## config.mk

```make
export PLATFORM = sky130hd
export DESIGN_NAME = stack_sequencer
export DESIGN_NICKNAME = d
export VERILOG_FILES = /design/src/rtl/stack_sequencer.sv
export SDC_FILE = /design/constraint.sdc
export NUM_CORES = 1
export LEC_CHECK = 0
export ABC_CLOCK_PERIOD_IN_PS = 5800
export CORE_MARGIN = 2
export CORE_UTILIZATION = 45
export DETAILED_ROUTE_END_ITERATION = 7
export PLACE_DENSITY_LB_ADDON = 0.25
export SLEW_MARGIN = 20
export SYNTH_ARGS = -nofsm -noshare
export SYNTH_HDL_FRONTEND = slang
export SYNTH_SLANG_ARGS = --single-unit
```

## constraint.sdc

```tcl
create_clock -name CLK -period 5.8 [get_ports CLK]
set_clock_uncertainty 0.2 [all_clocks]
set_input_delay 0.87 -clock CLK [delete_from_list [all_inputs] [get_ports CLK]]
set_output_delay 0.87 -clock CLK [all_outputs]
set_load 0.03 [all_outputs]
```

## src/rtl/stack_sequencer.sv

```systemverilog
// rtl/stack_sequencer.sv - CALL/RET frame sequencer for a nibble-wide LIFO stack
//
// Turns single-cycle CALL/RET requests into runs of nibble PUSH/POP strobes and
// reassembles popped nibbles into a full return address. A mirror occupancy
// count guarantees frames are never partially pushed or popped.
//
// Ports:
//   CLK, RST          clock (rising edge), synchronous active-high reset
//   CALL, RET         frame push / pop requests, sampled only while idle
//   ADDR_IN           address pushed by an accepted CALL
//   ADDR_OUT          last address reassembled by a completed RET
//   BUSY, DONE        sequencer active / one-cycle frame-complete pulse
//   ERR_OVF, ERR_UNF  one-cycle pulses for rejected or aborted CALL / RET
//   ST_PUSH, ST_POP   stack strobes
//   ST_WDATA          nibble to push
//   ST_RDATA          stack output, valid the cycle after ST_POP
//   ST_FULL, ST_EMPTY stack status flags
module stack_sequencer #(
  parameter int DATA_WIDTH  = 4,
  parameter int ADDR_WIDTH  = 12,
  parameter int STACK_DEPTH = 32
) (
  input  logic                  CLK,
  input  logic                  RST,
  input  logic                  CALL,
  input  logic                  RET,
  input  logic [ADDR_WIDTH-1:0] ADDR_IN,
  output logic [ADDR_WIDTH-1:0] ADDR_OUT,
  output logic                  BUSY,
  output logic                  DONE,
  output logic                  ERR_OVF,
  output logic                  ERR_UNF,
  output logic                  ST_PUSH,
  output logic                  ST_POP,
  output logic [DATA_WIDTH-1:0] ST_WDATA,
  input  logic [DATA_WIDTH-1:0] ST_RDATA,
  input  logic                  ST_FULL,
  input  logic                  ST_EMPTY
);

  localparam int NIBBLES = ADDR_WIDTH / DATA_WIDTH;
  localparam int CW      = $clog2(STACK_DEPTH) + 1;
  localparam int CWX     = CW + 1;
  localparam int IW      = (NIBBLES > 1) ? $clog2(NIBBLES) : 1;

  localparam logic [IW-1:0]  IDX_LAST  = IW'(NIBBLES - 1);
  localparam logic [CW-1:0]  CNT_FRAME = CW'(NIBBLES);
  localparam logic [CWX-1:0] CNT_LIMIT = CWX'(STACK_DEPTH);

  localparam logic [2:0] S_IDLE  = 3'd0;
  localparam logic [2:0] S_PUSH  = 3'd1;
  localparam logic [2:0] S_POP   = 3'd2;
  localparam logic [2:0] S_DRAIN = 3'd3;
  localparam logic [2:0] S_FIN   = 3'd4;

  logic [2:0]                            state_q, state_d;
  logic [CW-1:0]                         count_q, count_d;
  logic [IW-1:0]                         idx_q, idx_d;
  logic [NIBBLES-1:0][DATA_WIDTH-1:0]    addr_q, addr_d;
  logic [ADDR_WIDTH-1:0]                 acc_q, acc_d;
  logic [ADDR_WIDTH-1:0]                 addr_out_q, addr_out_d;
  logic                                  err_ovf_q, err_ovf_d;
  logic                                  err_unf_q, err_unf_d;

  // Widened by one bit so the room check cannot wrap near a full stack.
  logic [CWX-1:0] count_after_call;
  assign count_after_call = {1'b0, count_q} + CWX'(NIBBLES);

  // Strobes are suppressed by the stack flags so the mirror count only
  // follows strobes that were really issued.
  assign ST_PUSH  = (state_q == S_PUSH) && !ST_FULL;
  assign ST_POP   = (state_q == S_POP) && !ST_EMPTY;
  assign ST_WDATA = ST_PUSH ? addr_q[idx_q] : '0;
  assign BUSY     = (state_q != S_IDLE);
  assign DONE     = (state_q == S_FIN);
  assign ERR_OVF  = err_ovf_q;
  assign ERR_UNF  = err_unf_q;
  assign ADDR_OUT = addr_out_q;

  always_comb begin
    state_d    = state_q;
    count_d    = count_q;
    idx_d      = idx_q;
    addr_d     = addr_q;
    acc_d      = acc_q;
    addr_out_d = addr_out_q;
    err_ovf_d  = 1'b0;
    err_unf_d  = 1'b0;

    case (state_q)
      S_IDLE: begin
        // CALL has priority; a simultaneous RET is dropped.
        if (CALL) begin
          if (count_after_call <= CNT_LIMIT) begin
            addr_d  = ADDR_IN;
            idx_d   = '0;
            state_d = S_PUSH;
          end else begin
            err_ovf_d = 1'b1;
          end
        end else if (RET) begin
          if (count_q >= CNT_FRAME) begin
            idx_d   = '0;
            state_d = S_POP;
          end else begin
            err_unf_d = 1'b1;
          end
        end
      end

      S_PUSH: begin
        if (ST_FULL) begin
          err_ovf_d = 1'b1;
          idx_d     = '0;
          state_d   = S_IDLE;
        end else begin
          count_d = count_q + 1'b1;
          idx_d   = idx_q + 1'b1;
          if (idx_q == IDX_LAST) begin
            state_d = S_FIN;
          end
        end
      end

      S_POP: begin
        if (ST_EMPTY) begin
          err_unf_d = 1'b1;
          idx_d     = '0;
          state_d   = S_IDLE;
        end else begin
          count_d = count_q - 1'b1;
          idx_d   = idx_q + 1'b1;
          // Read data lags the pop by one cycle, so the first POP cycle has
          // nothing to capture yet.
          if (idx_q != '0) begin
            acc_d = {acc_q[ADDR_WIDTH-DATA_WIDTH-1:0], ST_RDATA};
          end
          if (idx_q == IDX_LAST) begin
            state_d = S_DRAIN;
          end
        end
      end

      S_DRAIN: begin
        acc_d      = {acc_q[ADDR_WIDTH-DATA_WIDTH-1:0], ST_RDATA};
        addr_out_d = {acc_q[ADDR_WIDTH-DATA_WIDTH-1:0], ST_RDATA};
        idx_d      = '0;
        state_d    = S_FIN;
      end

      S_FIN: begin
        idx_d   = '0;
        state_d = S_IDLE;
      end

      default: begin
        idx_d   = '0;
        state_d = S_IDLE;
      end
    endcase
  end

  always_ff @(posedge CLK) begin
    if (RST) begin
      state_q    <= S_IDLE;
      count_q    <= '0;
      idx_q      <= '0;
      addr_q     <= '0;
      acc_q      <= '0;
      addr_out_q <= '0;
      err_ovf_q  <= 1'b0;
      err_unf_q  <= 1'b0;
    end else begin
      state_q    <= state_d;
      count_q    <= count_d;
      idx_q      <= idx_d;
      addr_q     <= addr_d;
      acc_q      <= acc_d;
      addr_out_q <= addr_out_d;
      err_ovf_q  <= err_ovf_d;
      err_unf_q  <= err_unf_d;
    end
  end

endmodule

```

Word-level counts from Yosys, hierarchy flattened
Index checks and enable logic that the tools add are counted.
{"block": "totals", "ff_bits": 45, "latchBits": 0, "mem_bits_rw": 0, "romBits": 0, "input_bits": 22, "output_inout_bits": 22, "word_cells": 78, "memories": 0}
{"block": "op_classes", "addsub": 4, "mul": 0, "div_mod_pow": 0, "magnitude_cmp": 3, "eq_ne": 13, "shifts": 0, "mux": 34, "bitwise_logic": 0, "reduce_logical": 14}
{"op": "two-way mux 3 bit", "count": 8}
{"op": "two-way mux 8 bit", "count": 2}
{"op": "case mux 8 bit (2 select lines)", "count": 1}
{"op": "two-way mux 2 bit", "count": 6}
{"op": "two-way mux 6 bit", "count": 2}
{"op": "case mux 3 bit (4 select lines)", "count": 1}
{"op": "case mux 6 bit (2 select lines)", "count": 1}
{"op": "AND reduction 3 bit", "count": 4}
{"op": "inequality test 3 bit, second input constant", "count": 3}
{"op": "binary-select mux 4 bit (select 2 bit)", "count": 1}
{"op": "two-way mux 4 bit", "count": 2}
{"op": "adder 6 x 2 -> 7 bit, second input constant", "count": 1}
{"op": "less-or-equal comparator 7 x 6 -> 1 bit, second input constant", "count": 1}
{"op": "two-way mux 1 bit", "count": 7}
{"op": "adder 6 x 1 -> 6 bit, second input constant", "count": 1}
{"op": "== test 3 x 2 -> 1 bit, second input constant", "count": 2}
{"op": ">= comparator 6 x 2 -> 1 bit, second input constant", "count": 1}
{"op": "inequality test 3 x 2 -> 1 bit, second input constant", "count": 2}
{"op": "case mux 2 bit (3 select lines)", "count": 1}
{"op": "nonzero test 2 bit", "count": 3}
{"op": "subtractor 6 x 1 -> 6 bit, second input constant", "count": 1}
{"op": "AND reduction 5 bit", "count": 1}
{"op": "inequality test 2 bit, second input constant", "count": 2}
{"op": "case mux 1 bit (2 select lines)", "count": 2}
{"op": "10 further kinds", "count": 12}

Depth between registers and ports, before layout
Gate-level depths: netlist of the first run.
{"block": "depth", "depth_word": 5, "ltp_mapped": 7, "depth_no_buf": 6}

Worst setup path after synthesis of the first run
OpenSTA, ideal clock, no wires.
{"block": "synth_timing", "kind": "input port to output port", "from": "in ST_FULL", "to": "out ST_WDATA[0]", "t_arrival_ns": 1.735, "required_ns": 4.730, "path_slack_ns": 2.995, "stages": 3, "n_path_buf": 1, "path_cell_list": "nor4b_2 -> buf_2 -> and2_1"}
{"block": "synth_via", "elab_chain_len": 3}
{"element": "start: declaration", "line_no": "37", "text": "input logic ST_FULL,"}
{"element": "logical NOT 1 bit", "line_no": "71", "text": "assign ST_PUSH = (state_q == S_PUSH) && !ST_FULL;"}
{"element": "logical AND 1 bit", "line_no": "71"}
{"element": "via ST_PUSH", "line_no": "33", "text": "output logic ST_PUSH,"}
{"element": "two-way mux 4 bit", "line_no": "73", "text": "assign ST_WDATA = ST_PUSH ? addr_q[idx_q] : '0;"}
{"element": "end: declaration", "line_no": "35", "text": "output logic [DATA_WIDTH-1:0] ST_WDATA,"}
The timed path passes the listed nets, and every way through them passes these cells.

Worst setup path after layout of the first run
{"block": "layout_timing", "from": "in ST_EMPTY", "to": "out ST_POP"}
{"block": "layout_via", "elab_chain_len": 2}
{"element": "start: declaration", "line_no": "38", "text": "input logic ST_EMPTY"}
{"element": "logical NOT 1 bit", "line_no": "72", "text": "assign ST_POP = (state_q == S_POP) && !ST_EMPTY;"}
{"element": "logical AND 1 bit", "line_no": "72"}
{"element": "end: declaration", "line_no": "34", "text": "output logic ST_POP,"}
No other way between the ends.

==> results.md, run 1 <==
- Synth top cells by count: dfxtp_1, nand2_1, nor2_1
- Worst path cell trace: clkdlybuf4s50_1, nor4b_4, clkdlybuf4s50_1
- Crit path largest cell delay: 0.77 ns
- Share of cells above drive strength 1: 6.762%
- IO buf count: 43
- Syn nets: 272
- Sink Count: 45
- Synth warn: 0
- Cell accounting for the most synthesized area: dfxtp_1
- Crit path max fanout: 8
- WP buf/inv: 2
- Avg Vias per Cell: 5.448
- Vias: 1825
- Inserted Clock Buffers: 5
- Rows: 25
- Min-delay src: ADDR_OUT[5]
- Met3 Wirelength: 230 um
- Slew headroom: 46.57%
- Post-synth cell types: 50
- Power per cell area: 324.8 nW/um^2
- GR Util All Layers: 17.19%
- FF+latch count, synth: 45
- Worst Path Required: 4.73 ns
- Root Driver: clkbuf_8
- Top post-synthesis cells by area: dfxtp_1, mux2i_1, nand2_1, nor2_1, a21oi_1
- I/O pin count: 44
- Leak pwr: 1.097 nW
- Final TNS setup: 0 ns
- Main synth FF type: dfxtp_1
- Largest net degree at the start of global routing: 47
- Hold WS: 0.2572 ns
- Syn_area_per_cell: 8.975 um^2
- CTS tree: built
- Maxcap violations: 0
- Area Overhead vs Synth: 25.47%
- FFs w/ async S/R, synth: 0%
- Vias in the first global route: 1605
- Cts-stage hold buffer count: 0
- H-tree lvl count: 2
- Starting density of the core: 46.48%
- DRC: 0
- Initial antenna violation count: 0
- Final Hold Viols: 0
- Die area: 5419 um^2
- Clk_lat worst skew: 0.30 ns
- Final worst path period share: 63.45%
- DRT met1 WL: 2119 um
- Synth top area share: 41.31%
- Top cell by count, worst path: clkdlybuf4s50_1
- Top-count cell post-synth: dfxtp_1
- Die extent in y: 73.62 um
- Hold Crit Class: reg2reg
- Slowest CP cell: clkdlybuf4s50_1
- Reg2reg start: state_q[1]
- CP arrival: 2.61 ns
- 1st-iter DRT viols: 131
- Highest Signal Layer: met4
- Total Nets Final: 309
- Synthesized instance count: 243
- Crit. End Element: output pin
- Outcome: finished clean
- Fin crit period: 3.680 ns
- F_max: 271.7 MHz
- Least-Margin Pin Slew: 0.7971 ns
- FILL cells: 434
- Final WL: 4437 um
- ANT nets after route: 0
- WL met2: 2016 um
- Sequential share of the synthesized area: 41.31%
- Detailed Routing Iterations Pass 1: 4
- Crit start category: input pin
- Final Wtd Congestion: 0.8762
- VDD IR max: 167.2 uV
- Clock slew at reported path FFs: 0.08 ns
- Final Max Tran Viols: 0
- Final HPWL DP: 3026 um
- Grt ovf: 0
- RSZ-0062 raised after global routing: no
- Post-layout util: 58.32%
- Mapped Area: 2181 um^2
- Width of the chip: 73.62 um
- Post-cts resize count: 0
- Ant diodes: 0
- Total power: 0.8886 mW
- # setup viols final: 0
- Number of synthesized flops with an enable pin: 0
- Core Region: 4692 um^2
- WS Path Type: in2out
- Delay-heaviest family, CP: buffers and inverters
- Worst-case clock buffer depth: 2
- Setup Buffers After CTS: 0
- WL/cell: 13.24 um
- Worst Setup SP: ST_EMPTY
- First-pass GRT wire length: 7355 um
-- final timing paths --
path | end | slack, ns | depth (start not counted)
worst max register to register | count_q[5] | 3.01 | 6
worst max-delay path | ST_POP | 2.12 | 3
worst min register to register | ADDR_OUT[5] | 0.26 | 2
worst min-delay path | ADDR_OUT[5] | 0.26 | 2
-- logic make-up (layout without fill, tap and decap cells) --
logic type	after synthesis	count (layout)	synth area share, %
simple gates	99	99	23.52
flops	45	45	41.31
compound gates	43	43	14.17
mux	25	25	11.47
fa+ha+maj	7	7	4.360
buf+inv	22	60	4.360
xor+xnor	2	2	0.8034
-- stage by stage --
step | area (um^2) | instances | worst slack, ns
3_5_place_dp | 2625 | 327 | 2.128
5_1_grt | 2736 | 335 | 2.050
3_3_place_gp | 2625 | 327 | 2.164
4_1_cts | 2736 | 335 | 2.122
6_report | 2736 | 335 | 2.120
2_1_floorplan | 2181 | 243 | 2.995
-- metal layers --
metal	track usage, %	vias to the layer above
met1	24.23	836
li1	-	930
met4	6.061	0
met5	0	-
met3	4.115	6
met2	25.60	53
-- final cells by class --
type                            count  area, um^2  area share (%)
Tap cell                           54       67.56           2.469
Multi-Input combinational cell    176        1185           43.30
Inverter                            7       26.28          0.9602
Timing Repair Buffer               45       445.4           16.28
Sequential cell                    45       900.9           32.92
Clock inverter                      2       38.79           1.417
Clock buffer                        6       72.57           2.652
-- worst min-delay path: stages (launching register included) --
cell     delay, ns
dfxtp_1       0.31
nand2_1       0.05
a21oi_1       0.05
-- cells in the final DEF (no fill, tap or decap), drive strengths merged, types with 2 or more instances in the layout --
cell and n:
a2111oi 2, a211oi 3, a21o 4, a21oi 17, and2 4, and3 3
buf 2, clkbuf 6, clkdlybuf4s50 43, dfxtp 45, ha 6, inv 7
mux2i 25, nand2 35, nand3 2, nand3b 2, nand4 2, nor2 29
nor3 3, nor3b 3, nor4b 5, o2111a 3, o21ai 3, o22ai 4
or2 3, or3 3, xnor2 2
-- flip-flops by register name, indices dropped and copies added, names as in the netlist --
signal / cells
addr_q: 12
idx_q: 2
ERR_UNF: 1
ADDR_OUT: 12
count_q: 6
acc_q: 8
state_q: 3
ERR_OVF: 1
-- report_power, final --
| group | internal [mW] | leakage (nW) | switching (mW) |
|---|---|---|---|
| Combinational | 0.127 | 0.676 | 0.142 |
| Clock | 0.129 | 0.0554 | 0.104 |
| Sequential | 0.344 | 0.366 | 0.0428 |
| Total | 0.600 | 1.10 | 0.289 |
Power figures use the tool's default switching activity.
==> run 2: changes to the inputs <==
- ABC_CLOCK_PERIOD_IN_PS: 5800 -> 3250
- clock period: 5.8 -> 3.25 ns (I/O delays scaled with it)
==> run 2 against run 1 <==
Against the previous run:
- via count grew 0.27%
- non-clock buffer count grew 3
- global-route usage grew 0.40 points
- die area is the same
- sequential power grew 78%
- first-iteration DRC count is the same
- sequential share of layout area grew 0.14 points
- critical path depth grew 3
- cell count grew 0.90%
- total power grew 71%
- core utilization shrank 0.24 points
==> results.md, run 2 (synthesized netlist as in run 1, its figures left out) <==
- Maxcap violations: 0 (unchanged)
- GR Util All Layers: 17.59% (+0.40 points)
- Fin crit period: 2.684 ns
- WL/cell: 13.23 um (-0.11%)
- Largest net degree at the start of global routing: 27 (-43%)
- Least-Margin Pin Slew: 0.7748 ns (-0.02235 ns)
- Final TNS setup: 0 ns (unchanged)
- Final Max Tran Viols: 0 (unchanged)
- Power per cell area: 558.0 nW/um^2 (+72%)
- Post-layout util: 58.08% (-0.24 points)
- Crit path max fanout: 11 (+3)
- Rows: 25 (unchanged)
- VDD IR max: 303.8 uV (+82%)
- Final WL: 4472 um (+0.79%)
- I/O pin count: 44 (unchanged)
- Sink Count: 45 (unchanged)
- Root Driver: clkbuf_8
- Share of cells above drive strength 1: 9.859% (+3.1 points)
- Worst Path Required: 3.23 ns (-1.50 ns)
- Most common cell after layout, fill and taps aside: dfxtp_1
- Clock slew at reported path FFs: 0.09 ns (about the same)
- Area Overhead vs Synth: 24.96%
- Clock network power share: 22.7% (-3.6 points)
- F_max: 372.6 MHz
- 1st-iter DRT viols: 131 (unchanged)
- Width of the chip: 73.62 um (unchanged)
- Comb pwr share: 32.2% (+2.0 points)
- Initial antenna violation count: 0 (unchanged)
- Crit start category: register
- WS Path Type: reg2reg
- IO buf count: 43 (unchanged)
- Hold Crit Class: reg2reg
- Grt ovf: 0 (unchanged)
- Vias in the first global route: 1665 (+3.7%)
- Avg Vias per Cell: 5.414 (-0.62%)
- H-tree lvl count: 2 (unchanged)
- FF-to-FF setup slack: 0.57 ns (-2.44 ns)
- Total Nets Final: 312 (+0.97%)
- Outcome: finished clean
- DRC: 0 (unchanged)
- Final HPWL DP: 3154 um (+4.2%)
- Final Wtd Congestion: 0.8356 (-4.6%)
- Cts-stage hold buffer count: 0 (unchanged)
- Die area: 5419 um^2 (unchanged)
- # setup viols final: 0 (unchanged)
- Final Hold Viols: 0 (unchanged)
- Clk_lat worst skew: 0.29 ns (about the same)
- CP arrival: 2.66 ns (+0.05 ns)
- Core Region: 4692 um^2 (unchanged)
- Starting density of the core: 46.48% (unchanged)
- FILL cells: 436 (+0.46%)
- Flop pwr share: 45.1% (+1.6 points)
- Worst-case clock buffer depth: 2 (unchanged)
- Ant diodes: 0 (unchanged)
- ANT nets after route: 0 (unchanged)
- First-pass GRT wire length: 7514 um (+2.2%)
- Vias: 1830 (+0.27%)
- Commonest non-fill, non-tap cells in the layout: dfxtp_1, clkdlybuf4s50_1, nand2_1
- RSZ-0062 raised after global routing: no
- CTS tree: built
- Leak pwr: 1.112 nW (+1.4%)
- Cell internal pwr: 0.9946 mW (+66%)
- Slew headroom: 48.20% (+1.6 points)
- Switching power total: 0.5260 mW (+82%)
- Inserted Clock Buffers: 5 (unchanged)
- Final worst path period share: 82.58%
- Die extent in y: 73.62 um (unchanged)
- Setup Buffers After CTS: 0 (unchanged)
- Sw Share: 34.59% (+2.1 points)
- Post-cts resize count: 0 (unchanged)
- Detailed Routing Iterations Pass 1: 4 (unchanged)
- Crit. End Element: register
==> run 2: metrics by stage <==
step	power, mW	std cells	worst slack (ns)	cell area, um^2	hold slack (ns)
after floorplan	1.059	243	0.8479	2181	0.2315
after global placement	1.176	330	0.6015	2635	0.2434
after detailed placement	1.186	330	0.5858	2635	0.2489
after CTS	1.538	338	0.5801	2725	0.2617
after global routing	1.617	338	0.3385	2725	0.2796
final	1.521	338	0.5663	2725	0.2563
==> run 2: power groups by stage <==
stage / Combinational [mW] / Sequential [mW] / Clock (mW)
after floorplan: 0.385 / 0.674 / 0
after CTS: 0.492 / 0.686 / 0.361
after detailed placement: 0.488 / 0.699 / 0
final: 0.489 / 0.686 / 0.346
after global routing: 0.536 / 0.700 / 0.382
after global placement: 0.479 / 0.697 / 0
==> run 2: layout make-up <==
| class | count | area [um^2] | share of cell area [%] |
|---|---|---|---|
| multi-input cells | 176 | 1185 | 43.48 |
| flip-flops and latches | 45 | 900.9 | 33.06 |
| repair buffers | 48 | 455.4 | 16.71 |
| clock buffers | 5 | 68.82 | 2.525 |
| well taps | 54 | 67.56 | 2.479 |
| inverters | 7 | 26.28 | 0.9642 |
| clock inverters | 3 | 21.27 | 0.7805 |
==> run 2: critical path, stage by stage (launching register included) <==
cell and delay [ns]:
dfxtp_1 0.50, nor3b_2 0.62, ha_1 0.40, and3_1 0.21, a221oi_1 0.39, a21oi_1 0.07
nand4b_1 0.17
==> run 2: final timing paths <==
path | startpoint | to | depth (start not counted)
setup / recovery | state_q[1] | count_q[5] | 6
hold / removal | ADDR_OUT[2] | ADDR_OUT[2] | 2
setup reg to reg | state_q[1] | count_q[5] | 6
hold reg to reg | ADDR_OUT[2] | ADDR_OUT[2] | 2
==> run 2: layer usage <==
layer / vias up / routed length [um] / global-route usage (%)
met4: 0 / 48 / 5.455
met3: 5 / 209 / 3.978
met1: 849 / 2112 / 23.55
met5: - / 0 / 0
met2: 42 / 2102 / 28.17
li1: 934 / - / -
==> run 3: changes to the inputs <==
- ABC_CLOCK_PERIOD_IN_PS: 3250 -> 2200
- clock period: 3.25 -> 2.2 ns (I/O delays scaled with it)
==> run 3 against run 2 <==
Against the previous run:
- critical path depth shrank 1
- register-to-register slack worse by 0.40 ns
- first-iteration DRC count fell by 44%
- wire length is 7.0% higher
==> results.md, run 3 (synthesized netlist as in run 1, its figures left out) <==
- Most common cell after layout, fill and taps aside: dfxtp_1
- Fin crit period: 2.149 ns
- Design Area, Final: 2938 um^2 (+7.8%)
- Avg Vias per Cell: 5.399 (-0.27%)
- Hold Crit Class: reg2reg
- WS Path Type: in2out
- DRC: 0 (unchanged)
- Share of cells above drive strength 1: 16.39% (+6.5 points)
- Vias in the first global route: 1814 (+8.9%)
- Total power: 2.436 mW (+60%)
- Crit path max fanout: 4 (-7)
- IO buf count: 43 (unchanged)
- Die area: 5419 um^2 (unchanged)
- Core Region: 4692 um^2 (unchanged)
- Clk_lat worst skew: 0.30 ns (about the same)
- DP Area: 2735 um^2 (+3.8%)
- First-pass GRT wire length: 8031 um (+6.9%)
- Worst path cell trace: clkdlybuf4s50_1, nor4b_4, buf_4, and2_1, buf_6
- Power per cell area: 829.1 nW/um^2 (+49%)
- Vias: 1906 (+4.2%)
- Final WL: 4784 um (+7.0%)
- # setup viols final: 0 (unchanged)
- Crit start category: input pin
- Outcome: finished clean
- Sw Share: 33.99% (-0.60 points)
- GR Util All Layers: 18.92% (+1.3 points)
- 1st-iter DRT viols: 73 (-44%)
- VDD IR max: 475.0 uV (+56%)
- Ant diodes: 0 (unchanged)
- Clock slew at reported path FFs: 0.08 ns (about the same)
- Crit path largest cell delay: 0.51 ns (-0.11 ns)
- Comb pwr share: 36.9% (+4.7 points)
- Root Driver: clkbuf_8
- Total Nets Final: 327 (+4.8%)
- Initial antenna violation count: 0 (unchanged)
- Switching power total: 0.8280 mW (+57%)
- Final Max Tran Viols: 0 (unchanged)
- Dpl cells: 342 (+3.6%)
- F_max: 465.4 MHz
- Cell internal pwr: 1.608 mW (+62%)
- Worst-case clock buffer depth: 2 (unchanged)
- Final Hold Viols: 0 (unchanged)
- Finished Layout Cells: 353 (+4.4%)
- Area Overhead vs Synth: 34.71%
- Starting density of the core: 46.48% (unchanged)
- Commonest non-fill, non-tap cells in the layout: dfxtp_1, nand2_1, clkdlybuf4s50_1
- Worst Hold Path Cells: 2 (unchanged)
- ANT nets after route: 0 (unchanged)
- Flop pwr share: 41.1% (-4.0 points)
- CP arrival: 1.62 ns (-1.04 ns)
- Grt ovf: 0 (unchanged)
- Crit. End Element: output pin
- Slowest CP cell: clkdlybuf4s50_1
- Die extent in y: 73.62 um (unchanged)
- Sink Count: 45 (unchanged)
- Delay-heaviest family, CP: buffers and inverters
- Maxcap violations: 0 (unchanged)
- Final worst path period share: 97.68%
- Final HPWL DP: 3360 um (+6.5%)
- Largest net degree at the start of global routing: 32 (+19%)
- Final TNS setup: 0 ns (unchanged)
- Rows: 25 (unchanged)
- Least-Margin Pin Slew: 0.4058 ns (-0.3690 ns)
- Stages on worst setup path: 5 (-1)
- CTS tree: built
- WL/cell: 13.55 um (+2.4%)
- H-tree lvl count: 2 (unchanged)
- Post-layout util: 62.61% (+4.5 points)
- I/O pin count: 44 (unchanged)
- Leak pwr: 1.208 nW (+8.7%)
- Slew headroom: 72.70% (+24 points)
- Inserted Clock Buffers: 5 (unchanged)
- Width of the chip: 73.62 um (unchanged)
- Final Wtd Congestion: 0.8553 (+2.4%)
- Clock network power share: 22.0% (-0.7 points)
- WP buf/inv: 3 (+3)
- Worst Path Required: 1.67 ns (-1.56 ns)
- Detailed Routing Iterations Pass 1: 4 (unchanged)
- Reg2Reg Depth: 8 (+2)
[run 3: changes by cell type in the layout (fill, tap and decap cells not counted), moves of 2 or more]
cell / change
buf_4: +11
buf_6: +4
ha_4: +3
ha_1: -3
clkdlybuf4s50_1: -3
dlygate4sd2_1: +2
[run 3: timing repair]
item                                    in CTS  in global routing
gates resized for setup                      2                 10
gates cloned                                 0                  0
hold buffers                                 0                  0
buffers inserted                             0                  3
pin swaps                                    0                  2
endpoints found under the setup margin       2                  5
hold endpoints to repair                     0                  0
[run 3: area by class of cell]
| cell class | count | area, um^2 |
|---|---|---|
| Inverter | 7 | 26.28 |
| Tap cell | 54 | 67.56 |
| Clock buffer | 6 | 82.58 |
| Sequential cell | 45 | 902.1 |
| Timing Repair Buffer | 63 | 590.6 |
| Fill cell | 414 | 1754 |
| Clock inverter | 2 | 13.76 |
| Multi-Input combinational cell | 176 | 1255 |
[run 3: routing by layer]
| metal | vias to the layer above | part of all wire, % | GRT usage [%] |
|---|---|---|---|
| met4 | 0 | 1.4 | 7.677 |
| met2 | 47 | 47 | 29.96 |
| li1 | 964 | - | - |
| met3 | 6 | 4.1 | 4.252 |
| met1 | 889 | 47 | 24.89 |
| met5 | - | 0 | 0 |
[run 3: path summary, 6_finish.rpt]
path	end	from	slack, ns
worst min-delay path	ADDR_OUT[0]	ADDR_OUT[0]	0.26
worst max register to register	count_q[4]	state_q[2]	0.17
worst max-delay path	ST_WDATA[3]	ST_FULL	0.05
worst min register to register	ADDR_OUT[0]	ADDR_OUT[0]	0.26
[run 3: through the flow]
stage	hold WS (ns)	worst slack, ns
floorplan	0.2315	-0.03155
global placement	0.2428	0.07604
detailed placement	0.2479	0.02160
CTS	0.2618	0.02624
global route	0.2714	-0.01785
finish	0.2567	0.05109
[run 3: worst reg2reg max path: cells and delay by family (launching register included)]
| kind | cells | cell delay (ns) |
|---|---|---|
| AOI/OAI and AO/OA | 3 | 0.49 |
| DFF | 1 | 0.40 |
| and+or+nand+nor | 2 | 0.17 |
| buffers and inverters | 2 | 0.27 |
| adders and majority gates | 1 | 0.39 |
[run 3: power groups by stage]
stage          combinational [mW]  clock (mW)  sequential, mW
2_1_floorplan               0.577           0           0.996
3_3_place_gp                0.815           0            1.01
3_5_place_dp                0.831           0            1.01
4_1_cts                     0.827       0.553           0.991
5_1_grt                     0.985       0.591            1.01
6_report                    0.899       0.537            1.00
